## src/rtl/insn_fetch_queue.sv

```systemverilog
// insn_fetch_queue: sequential instruction fetch with a DEPTH-entry prefetch
// queue. The queue head goes either to decode or to the co-processor port,
// and the fetch stream is flushed and re-steered on a PC change request.
// At most one memory request is outstanding at any time.
// Optional build macro FETCH_PERF_CNT_EN adds stall/flush performance counters.
module insn_fetch_queue #(
    parameter int          DEPTH     = 4,
    parameter logic [31:0] RESET_PC  = 32'h0000_0000,
    parameter logic [6:0]  CP_OPCODE = 7'h7F
) (
    input  logic                    clk_in,
    input  logic                    reset_n_in,
    output logic [31:0]             insn_mem_addr_out,
    output logic                    insn_mem_read_out,
    input  logic                    insn_mem_stall_in,
    input  logic                    insn_mem_ack_in,
    input  logic [31:0]             insn_mem_in,
    input  logic                    pc_change_req_in,
    input  logic [31:0]             pc_change_addr_in,
    output logic [31:0]             insn_out,
    output logic [31:0]             insn_pc_out,
    output logic                    insn_valid_out,
    input  logic                    insn_ready_in,
    output logic [31:0]             cpinsn_out,
    output logic [31:0]             cpinsn_pc_out,
    output logic                    cpinsn_valid_out,
    input  logic                    cpinsn_ready_in,
    output logic [$clog2(DEPTH):0]  count_out
`ifdef FETCH_PERF_CNT_EN
    ,
    output logic [31:0]             stall_cycles_out,
    output logic [31:0]             flush_count_out
`endif
);

    localparam int PW = $clog2(DEPTH);
    localparam int CW = PW + 1;

    localparam logic [1:0] ST_IDLE = 2'd0;
    localparam logic [1:0] ST_REQ  = 2'd1;
    localparam logic [1:0] ST_WAIT = 2'd2;
    localparam logic [1:0] ST_DROP = 2'd3;

    logic [1:0]    state_reg, state_next;
    logic [31:0]   fetch_pc_reg, fetch_pc_next;
    logic [PW-1:0] wr_ptr_reg, rd_ptr_reg;
    logic [CW-1:0] count_reg;

    logic [31:0]   insn_q [DEPTH];
    logic [31:0]   pc_q   [DEPTH];

    logic [31:0]   head_insn, head_pc;
    logic          not_empty, head_is_cp;
    logic          main_valid, cp_valid, deq, enq;
    logic          req_accept, ack_in_wait;
    logic [CW-1:0] count_after_deq, count_after;

    // Head decode, dequeue/enqueue qualifiers and occupancy bookkeeping
    always_comb begin
        head_insn       = insn_q[rd_ptr_reg];
        head_pc         = pc_q[rd_ptr_reg];
        not_empty       = (count_reg != '0);
        head_is_cp      = (head_insn[6:0] == CP_OPCODE);
        main_valid      = not_empty && !head_is_cp;
        cp_valid        = not_empty && head_is_cp;
        // Only the port the head is routed to can consume it
        deq             = (main_valid && insn_ready_in) || (cp_valid && cpinsn_ready_in);
        req_accept      = (state_reg == ST_REQ) && !insn_mem_stall_in;
        ack_in_wait     = (state_reg == ST_WAIT) && insn_mem_ack_in;
        enq             = ack_in_wait && !pc_change_req_in;
        count_after_deq = count_reg - CW'(deq);
        count_after     = count_after_deq + CW'(enq);
    end

    // Fetch FSM next state and next fetch address; redirect overrides everything
    always_comb begin
        state_next    = state_reg;
        fetch_pc_next = fetch_pc_reg;
        if (pc_change_req_in) begin
            fetch_pc_next = pc_change_addr_in & ~32'h3;
            // A request the memory has taken (or is taking now) still owes
            // an ack, which must be swallowed before the new stream starts
            if ((state_reg == ST_WAIT && !insn_mem_ack_in) || req_accept)
                state_next = ST_DROP;
            else if (state_reg == ST_DROP && !insn_mem_ack_in)
                state_next = ST_DROP;
            else
                state_next = ST_REQ;
        end else begin
            case (state_reg)
                ST_IDLE: begin
                    if (count_after_deq < CW'(DEPTH))
                        state_next = ST_REQ;
                end
                ST_REQ: begin
                    if (!insn_mem_stall_in)
                        state_next = ST_WAIT;
                end
                ST_WAIT: begin
                    if (insn_mem_ack_in) begin
                        fetch_pc_next = fetch_pc_reg + 32'd4;
                        state_next    = (count_after < CW'(DEPTH)) ? ST_REQ : ST_IDLE;
                    end
                end
                ST_DROP: begin
                    if (insn_mem_ack_in)
                        state_next = ST_REQ;
                end
                default: state_next = ST_IDLE;
            endcase
        end
    end

    // FSM, fetch PC, queue pointers and occupancy registers
    always_ff @(posedge clk_in or negedge reset_n_in) begin
        if (!reset_n_in) begin
            state_reg    <= ST_IDLE;
            fetch_pc_reg <= RESET_PC;
            wr_ptr_reg   <= '0;
            rd_ptr_reg   <= '0;
            count_reg    <= '0;
        end else begin
            state_reg    <= state_next;
            fetch_pc_reg <= fetch_pc_next;
            if (pc_change_req_in) begin
                wr_ptr_reg <= '0;
                rd_ptr_reg <= '0;
                count_reg  <= '0;
            end else begin
                if (enq)
                    wr_ptr_reg <= wr_ptr_reg + PW'(1);
                if (deq)
                    rd_ptr_reg <= rd_ptr_reg + PW'(1);
                count_reg <= count_after;
            end
        end
    end

    // Queue storage: instruction word and its PC, written on enqueue only
    always_ff @(posedge clk_in) begin
        if (enq) begin
            insn_q[wr_ptr_reg] <= insn_mem_in;
            pc_q[wr_ptr_reg]   <= fetch_pc_reg;
        end
    end

    // Output drive from registered state; data ports read as zero when idle
    always_comb begin
        insn_mem_read_out = (state_reg == ST_REQ);
        insn_mem_addr_out = insn_mem_read_out ? fetch_pc_reg : 32'h0;
        insn_valid_out    = main_valid;
        insn_out          = main_valid ? head_insn : 32'h0;
        insn_pc_out       = main_valid ? head_pc : 32'h0;
        cpinsn_valid_out  = cp_valid;
        cpinsn_out        = cp_valid ? head_insn : 32'h0;
        cpinsn_pc_out     = cp_valid ? head_pc : 32'h0;
        count_out         = count_reg;
    end

`ifdef FETCH_PERF_CNT_EN
    logic [31:0] stall_cycles_reg;
    logic [31:0] flush_count_reg;
    logic        stall_event;

    assign stall_event = ((state_reg == ST_REQ) && insn_mem_stall_in) ||
                         ((state_reg == ST_WAIT) && !insn_mem_ack_in);

    // Saturating stall-cycle and flush counters
    always_ff @(posedge clk_in or negedge reset_n_in) begin
        if (!reset_n_in) begin
            stall_cycles_reg <= '0;
            flush_count_reg  <= '0;
        end else begin
            if (stall_event && (stall_cycles_reg != 32'hFFFF_FFFF))
                stall_cycles_reg <= stall_cycles_reg + 32'd1;
            if (pc_change_req_in && (flush_count_reg != 32'hFFFF_FFFF))
                flush_count_reg <= flush_count_reg + 32'd1;
        end
    end

    assign stall_cycles_out = stall_cycles_reg;
    assign flush_count_out  = flush_count_reg;
`endif

endmodule

```

## config.mk

```make
export PLATFORM = sky130hd
export DESIGN_NAME = insn_fetch_queue
export DESIGN_NICKNAME = d
export VERILOG_FILES = /design/src/rtl/insn_fetch_queue.sv
export SDC_FILE = /design/constraint.sdc
export NUM_CORES = 1
export LEC_CHECK = 0
export CELL_PAD_IN_SITES_DETAIL_PLACEMENT = 0
export CELL_PAD_IN_SITES_GLOBAL_PLACEMENT = 1
export CORE_ASPECT_RATIO = 0.9
export CORE_MARGIN = 1.5
export CORE_UTILIZATION = 30
export DETAILED_ROUTE_END_ITERATION = 16
export HOLD_SLACK_MARGIN = 0.1
export PLACE_DENSITY = 0.6
export SYNTH_ARGS = -nofsm -noshare
export SYNTH_HDL_FRONTEND = slang
export SYNTH_SLANG_ARGS = --single-unit
```

## constraint.sdc

```tcl
create_clock -name clk_in -period 7.46 [get_ports clk_in]
set_clock_uncertainty 0.1 [all_clocks]
set_input_delay 2.238 -clock clk_in [delete_from_list [all_inputs] [get_ports clk_in]]
set_output_delay 2.238 -clock clk_in [all_outputs]
set_load 0.05 [all_outputs]
```

==> impl_results.md, run 1 <==
- Via count of the first global-routing pass: 7748
- CTS Hold Bufs: 0
- Largest net degree at the start of global routing: 73
- Cell Rows: 69
- Sw frac: 0.354
- Final setup violation count: 0
- Post-CTS Setup Repair Bufs: 0
- Final Cycle Share: 0.853
- Hpwl dp: 18900 um
- Dominant cell type by area after synthesis: edfxtp_1
- Clock power frac: 0.304
- Most used DFF post-synth: edfxtp_1
- Post-synthesis sequential area ratio: 0.691
- Initial DRC count: 375
- Ports: 237
- Slew margin rel.: 0.309
- Fmax: 157 MHz
- Syn avg cell area: 14.9 sq um
- Inserted Clock Buffers: 31
- Longest Clk Path Bufs: 3
- Post-cts gate resize count: 0
- Worst-path maximum fanout: 72
- Syn Inst Count: 821
- RSZ-0062 raised after global routing: no
- Final Hold Viols: 0
- Clk sinks: 287
- First-pass GRT wire length: 47200 um
- CP Class: reg2out
- GRT met3 Usage: 0.0274
- Share of cells above drive strength 1: 0.126
- Die width: 216 um
- Cells on worst reg2reg path: 13
- Arr. time, crit path: 4.03 ns
- VDD IR-drop max: 0.180 mV
- Least-Margin Pin Slew: 1.04 ns
- Min Tclk post-route: 6.36 ns
- Vias: 7308
- CTS tree: done
- Post-synth EDFFs: 248
- Total track usage: 0.146
- Hold crit path type: reg2reg
- Clk root buf: clkbuf_16
- GR Util met2: 0.237
- Die area: 0.0419 sq mm
- Fin nets: 1123
- Wire per inst: 19.0 um
- Detail Route Antenna Nets: 0
- Ranking of synthesized cells by area: edfxtp_1 (61%), mux4_2 (11%), dfrtp_1 (8.0%)
- Int Pwr: 3.32 mW
- Clk pin slew, worst setup/hold paths: 0.06 ns
- Required @ worst endpoint: 5.12 ns
- CP startpoint kind: flop
- Synth Area in Adders: 0.00923
- Reg power frac: 0.362
- Simple logic cell fraction of the synthesized area: 0.119
- Compound-Gate Fraction of Synth Area: 0.0142
- DRC violations left: 0
- Final Total Pwr: 5.14 mW
- Post-Synth XOR/XNOR Area: 0.0230
- Placer Congestion: 0.742
- Met1 global-route usage: 0.206
- Slew Viols, Final: 0
- Drt pass-1 iters: 4
- Synth-to-Final Area Change: 31.7%
- Hold slack: 0.451 ns
- Leakage power: 5.36 nW
- Comb pwr share: 0.333
- Clock Latency Late Sink: 0.55 ns
- Antenna violations before repair: 0
- Ys async rst share: 0.136
- Commonest non-fill, non-tap cell in the layout: edfxtp_1
- Pwr/cell area: 320 mW/mm^2
- Status: finished, final reports clean
- CP Capture Type: primary output
- Max_cap viols: 0
- Distinct cells, synth: 39
- Max FFs per register: 128
- Synth warn: 0
- Congestion Overflow GR: 0
- Multiplexer share of the synthesized area: 0.121
- Setup TNS: 0 ns
- Hold Path Depth: 2
- Height of the chip: 194 um
- H-tree Lvls: 1
- Yosys reg bits: 287
- DR vias/cell: 4.57
- Core area: 0.0398 sq mm
- PortBufs: 228
- Final wirelength: 30500 um
- Global routing's busiest layer: met2
- Mapped Area: 0.0122 sq mm
- Initial Util: 0.306
- Net Sw Power: 1.82 mW
- Main combinational cell family by area after synthesis: multiplexers
- Area share of the leading cell type in the synthesized netlist: 0.611
- Most frequent cells in the layout: edfxtp_1 (248), clkdlybuf4s50_1 (226), nor2_1 (132)
critical path: stages, from the launching register on:
cell             delay (ns)
dfrtp_4                0.75
mux4_1                 0.69
nand4_1                0.19
or2_4                  0.73
and3_1                 0.30
clkdlybuf4s50_1        0.81
logic make-up (layout without fill, tap and decap cells):
group / Yosys count / after routing
buffers and inverters: 65 / 306
XOR/XNOR: 32 / 32
other: 1 / 7
multiplexers: 68 / 68
flip-flops: 287 / 287
AO/OA/AOI/OAI: 34 / 34
adder cells (fa/ha/maj): 9 / 9
AND/OR/NAND/NOR: 325 / 325
cells in the mapped netlist (2+ instances only):
library cell    n
mux4_2         60
mux2i_1         2
nor2_1        133
nand4_1         9
nand3_1        13
o22ai_1         2
mux4_1          2
clkbuf_1       29
xor2_1         17
nor4_1          6
dfrtp_1        39
xnor2_1        15
nor2b_1         4
o21ai_0        29
or3_1           2
and3_1         14
and2_1         32
a21oi_1         2
buf_2           7
ha_1            9
mux2_2          2
nand2_1       100
buf_1           9
nor3_1          3
buf_4           7
edfxtp_1      248
inv_1          11
and4_1          4
layout make-up:
class / instances / area (sq um)
sequential: 287 / 8430
antenna: 1 / 2.50
timing repair buffer: 238 / 2350
multi-input combinational: 474 / 3530
tap: 532 / 666
fill: 3692 / 23700
clock buffer: 38 / 822
clock inverter: 19 / 230
inverter: 11 / 41.3
per-stage QoR:
stage          cells   util  worst slack [ns]  area, sq um
2_1_floorplan    826      -              2.84        12200
3_3_place_gp    1542  0.377              1.59        15000
3_5_place_dp    1542  0.377              1.56        15000
4_1_cts         1599  0.404             0.962        16100
5_1_grt         1599  0.404             0.780        16100
6_report        1600  0.404              1.10        16100
power groups by stage:
stage	Sequential (mW)	Clock, mW	Combinational, mW
after floorplan	1.86	0	1.18
after global placement	1.90	0	1.74
after detailed placement	1.90	0	1.75
after CTS	1.87	1.61	1.75
after global routing	1.88	1.67	1.83
final	1.86	1.56	1.71
path summary, 6_finish.rpt:
path	startpoint	endpoint	slack [ns]
worst max-delay path	rd_ptr_reg[0]	insn_out[1]	1.10
worst min-delay path	state_reg[0]	state_reg[0]	0.45
worst max register to register	rd_ptr_reg[0]	state_reg[0]	3.21
worst min register to register	state_reg[0]	state_reg[0]	0.45
max in group asynchronous	reset_n_in	rd_ptr_reg[1]	5.15
min in group asynchronous	reset_n_in	fetch_pc_reg[4]	1.67
per-layer routing:
layer,share of wire,wire length (um),vias up
met4,0.019,580,0
met2,0.46,14000,193
li1,-,-,3445
met5,0,0,-
met1,0.47,14300,3631
met3,0.050,1520,39
Note: power is estimated with default switching activity, not from simulation.
==> run 2, diff against run 1 <==
- PLACE_DENSITY: 0.6 -> default
- PLACE_DENSITY_LB_ADDON: default -> 0.3
==> run 2 against run 1 <==
  * Global-route usage shrank 0.48 points
  * Critical path depth unchanged
  * Cell count barely moved
  * Combinational power barely moved
  * Via count decreased by 0.62%
  * Worst hold slack got worse by 0.0011 ns
  * Power hardly changed
  * Utilization hardly changed
  * Clock power is essentially flat
  * Sequential share of layout area barely moved
  * Register-to-register slack got worse by 0.12 ns
==> impl_results.md, run 2 (synthesis gave the netlist of run 1 again) <==
- CTS tree: done
- R2R Path End: state_reg[0]
- CP startpoint kind: flop
- Commonest non-fill, non-tap cell in the layout: edfxtp_1
- CP max stage delay: 0.81 ns
- Clk pin slew, worst setup/hold paths: 0.06 ns
- Via count of the first global-routing pass: 7503
- Clk sinks: 287
- Crit-path cells: mux4_1 > nand4_1 > or2_4 > and3_1 > clkdlybuf4s50_1
- VDD IR-drop max: 0.164 mV
- Initial Util: 0.306
- Min Tclk post-route: 6.36 ns
- Final wirelength: 29600 um
- Final Hold Viols: 0
- Ports: 237
- Post-CTS Setup Repair Bufs: 0
- Wire per inst: 18.5 um
- RSZ-0062 raised after global routing: no
- Slew margin rel.: 0.319
- Drt pass-1 iters: 6
- H-tree Lvls: 2
- Pwr/cell area: 320 mW/mm^2
- Setup WS post-layout: 1.10 ns
- Least-Margin Pin Slew: 1.02 ns
- Antenna violations before repair: 0
- Initial DRC count: 388
- Height of the chip: 194 um
- Hpwl dp: 18600 um
- Hold crit path type: reg2reg
- Longest Clk Path Bufs: 3
- Die width: 216 um
- Detail Route Antenna Nets: 0
- Clk root buf: clkbuf_16
- Congestion Overflow GR: 0
- Ant. Diodes: 0
- First-pass GRT wire length: 45500 um
- Max_cap viols: 0
- Final setup violation count: 0
- Fin nets: 1124
- Synth-to-Final Area Change: 31.8%
- CP Class: reg2out
- Final Core Density: 0.404
- Leakage power: 5.36 nW
- PortBufs: 228
- Arr. time, crit path: 4.02 ns
- Reg2Reg Launch Point: rd_ptr_reg[0]
- Max FFs per register: 128
- Cell Rows: 69
- Clock Latency Late Sink: 0.50 ns
- CTS Hold Bufs: 0
- DRC violations left: 0
- Reg2Reg Setup Slack: 3.09 ns
- Post-cts gate resize count: 0
- Worst setup startpoint: rd_ptr_reg[0]
- Status: finished, final reports clean
- Share of cells above drive strength 1: 0.123
- Core area: 0.0398 sq mm
- Final Total Pwr: 5.14 mW
- Largest net degree at the start of global routing: 73
- Setup TNS: 0 ns
- Fmax: 157 MHz
- Critical Path End: insn_out[3]
- Placer Congestion: 0.749
- Die area: 0.0419 sq mm
- Worst-path maximum fanout: 72
- Most frequent cells in the layout: edfxtp_1 (248), clkdlybuf4s50_1 (226), nor2_1 (132)
- Final Cycle Share: 0.853
- Required @ worst endpoint: 5.12 ns
- Post-place setup slack: 1.50 ns
- DR vias/cell: 4.54
- Total track usage: 0.142
- Critical path's slowest cell: dfrtp_4
- Inserted Clock Buffers: 34
- CP Capture Type: primary output
- Vias: 7263
- Slew Viols, Final: 0
- Cells on worst reg2reg path: 13
==> run 2: where the power goes <==
part | internal, mW | switching (mW)
sequential | 1.79 | 0.0848
combinational | 0.580 | 1.11
clock | 0.952 | 0.628
total | 3.32 | 1.82
==> run 2: worst min path at each step <==
stage,from,end,slack (ns),cells after the start
floorplan,state_reg[0],state_reg[0],0.40,2
global placement,state_reg[0],state_reg[0],0.43,2
detailed placement,state_reg[0],state_reg[0],0.43,2
CTS,state_reg[0],state_reg[0],0.45,2
global route,state_reg[0],state_reg[0],0.47,2
finish,state_reg[0],state_reg[0],0.45,2
==> run 2: cell type report <==
class / count / area, sq um
clock buffer: 44 / 930
clock inverter: 17 / 145
fill: 3758 / 23700
inverter: 11 / 41.3
multi-input combinational: 474 / 3530
sequential: 287 / 8430
tap: 532 / 666
timing repair buffer: 236 / 2330
==> run 2: worst max-delay path, delay by kind of cell (launching register included) <==
kind	cells	cell delay [ns]
simple gates	3	1.18
mux	1	0.70
buf+inv	1	0.80
flops	1	0.81
==> run 2: per-layer routing <==
metal	vias to the layer above	routed length [um]	global-route usage
met1	3590	13900	0.199
met2	189	13800	0.227
li1	3453	-	-
met3	31	1530	0.0294
met5	-	0	0
met4	0	374	0.0311
==> run 2: metrics by stage <==
step,hold slack [ns],area (sq um),cells
finish,0.450,16100,1601
global route,0.472,16100,1601
global placement,0.432,15000,1540
detailed placement,0.433,15000,1540
CTS,0.447,16100,1601
floorplan,0.399,12200,826
==> run 3, diff against run 2 <==
- CAP_MARGIN: default -> 20
- HOLD_SLACK_MARGIN: 0.1 -> 0.03
==> run 3 against run 2 <==
  * First-iteration DRC count grew 1.0%
  * Maximum frequency about the same
  * Utilization grew 0.050 points
  * Non-clock buffer count grew 1
  * Critical path depth unchanged
  * Global-route usage unchanged
  * Flip-flop and latch count unchanged
  * Sequential share of layout area decreased by 0.065 points
  * Combinational power barely moved
  * Critical path type unchanged
  * Highest routed layer unchanged
==> impl_results.md, run 3 (synthesis gave the netlist of run 1 again) <==
- Status: finished, final reports clean
- CP startpoint kind: flop
- Fillers: 3757
- Inserted Clock Buffers: 34
- Reg2Reg Setup Slack: 3.10 ns
- Arr. time, crit path: 4.02 ns
- First-pass GRT wire length: 45500 um
- Reg2Reg Launch Point: rd_ptr_reg[0]
- GR Util met2: 0.227
- Critical path's slowest cell: dfrtp_4
- DRC violations left: 0
- Cell Rows: 69
- Clk root buf: clkbuf_16
- Placer Congestion: 0.749
- Most frequent cells in the layout: edfxtp_1 (248), clkdlybuf4s50_1 (226), nor2_1 (132)
- Congestion Overflow GR: 0
- Commonest non-fill, non-tap cell in the layout: edfxtp_1
- Initial DRC count: 392
- Hpwl dp: 18600 um
- Clk sinks: 287
- GRT met3 Usage: 0.0294
- Longest Clk Path Bufs: 3
- Global routing's busiest layer: met2
- PortBufs: 228
- H-tree Lvls: 2
- Initial Util: 0.306
- Detail Route Antenna Nets: 0
- Max_cap viols: 0
- Clk pin slew, worst setup/hold paths: 0.06 ns
- Slew margin rel.: 0.314
- Least-Margin Pin Slew: 1.03 ns
- Share of cells above drive strength 1: 0.123
- Ant. Diodes: 0
- Wire per inst: 18.5 um
- CTS tree: done
- CP Class: reg2out
- Final wirelength: 29600 um
- Total track usage: 0.142
- Fin nets: 1125
- Required @ worst endpoint: 5.12 ns
- Largest net degree at the start of global routing: 73
- Cells on worst reg2reg path: 13
- Met1 global-route usage: 0.199
- Setup TNS: 0 ns
- Critical Path End: insn_out[3]
- Final Total Pwr: 5.14 mW
- CTS Hold Bufs: 0
- VDD IR-drop max: 0.164 mV
- Slew Viols, Final: 0
- Vias: 7285
- Via count of the first global-routing pass: 7503
- Post-CTS Setup Repair Bufs: 0
- Height of the chip: 194 um
- Die width: 216 um
- CP Capture Type: primary output
- Ports: 237
- Drt pass-1 iters: 6
- CP max stage delay: 0.81 ns
- Post-cts gate resize count: 0
- Fmax: 157 MHz
- Crit-path cells: mux4_1 > nand4_1 > or2_4 > and3_1 > clkdlybuf4s50_1
- Worst-path maximum fanout: 72
- Pwr/cell area: 319 mW/mm^2
- RSZ-0062 raised after global routing: no
- Core area: 0.0398 sq mm
- Die area: 0.0419 sq mm
- Hold crit path type: reg2reg
- DR vias/cell: 4.55
- R2R Path End: state_reg[0]
- Clock Latency Late Sink: 0.50 ns
- Min Tclk post-route: 6.36 ns
- Antenna violations before repair: 0
- Final Hold Viols: 0
- Max FFs per register: 128
- Leakage power: 5.37 nW
- Final setup violation count: 0
- Final Cycle Share: 0.852
- Worst setup startpoint: rd_ptr_reg[0]
- Synth-to-Final Area Change: 31.9%
## run 3: worst max-delay path, delay by kind of cell, from the launching register on
kind                   cells  cell delay [ns]
AND/OR/NAND/NOR            3             1.18
buffers and inverters      1             0.80
flip-flops                 1             0.81
multiplexers               1             0.70
## run 3: worst min path at each step
stage | startpoint | to | slack [ns] | cells past startpoint
after floorplan | state_reg[0] | state_reg[0] | 0.40 | 2
after global placement | state_reg[0] | state_reg[0] | 0.43 | 2
after detailed placement | state_reg[0] | state_reg[0] | 0.43 | 2
after CTS | state_reg[0] | state_reg[0] | 0.45 | 2
after global routing | state_reg[0] | state_reg[0] | 0.47 | 2
final | state_reg[0] | state_reg[0] | 0.45 | 2
## run 3: area by class of cell
cell class | count | area, sq um | share of cell area
Multi-Input combinational cell | 474 | 3530 | 0.219
Sequential cell | 287 | 8430 | 0.524
Inverter | 11 | 41.3 | 0.00257
Timing Repair Buffer | 237 | 2350 | 0.146
Clock inverter | 17 | 145 | 0.00902
Tap cell | 532 | 666 | 0.0414
Clock buffer | 44 | 930 | 0.0578
## run 3: layer usage
layer | vias to the layer above | routed length, um
met5 | - | 0
met4 | 0 | 378
met3 | 31 | 1470
met2 | 187 | 13800
met1 | 3615 | 13900
li1 | 3452 | -
## run 3: per-stage QoR
stage	instance area [sq um]	std cells	hold WS, ns	util	setup slack (ns)
2_1_floorplan	12200	826	0.399	-	2.84
4_1_cts	16100	1601	0.447	0.404	0.953
5_1_grt	16100	1602	0.472	0.404	0.833
3_3_place_gp	15000	1540	0.432	0.377	1.54
6_report	16100	1602	0.451	0.404	1.10
3_5_place_dp	15000	1540	0.433	0.377	1.50
## run 3: where the power goes
part | total (mW) | internal [mW] | switching (mW)
clock network | 1.58 | 0.952 | 0.627
registers | 1.87 | 1.79 | 0.0845
logic | 1.69 | 0.581 | 1.11
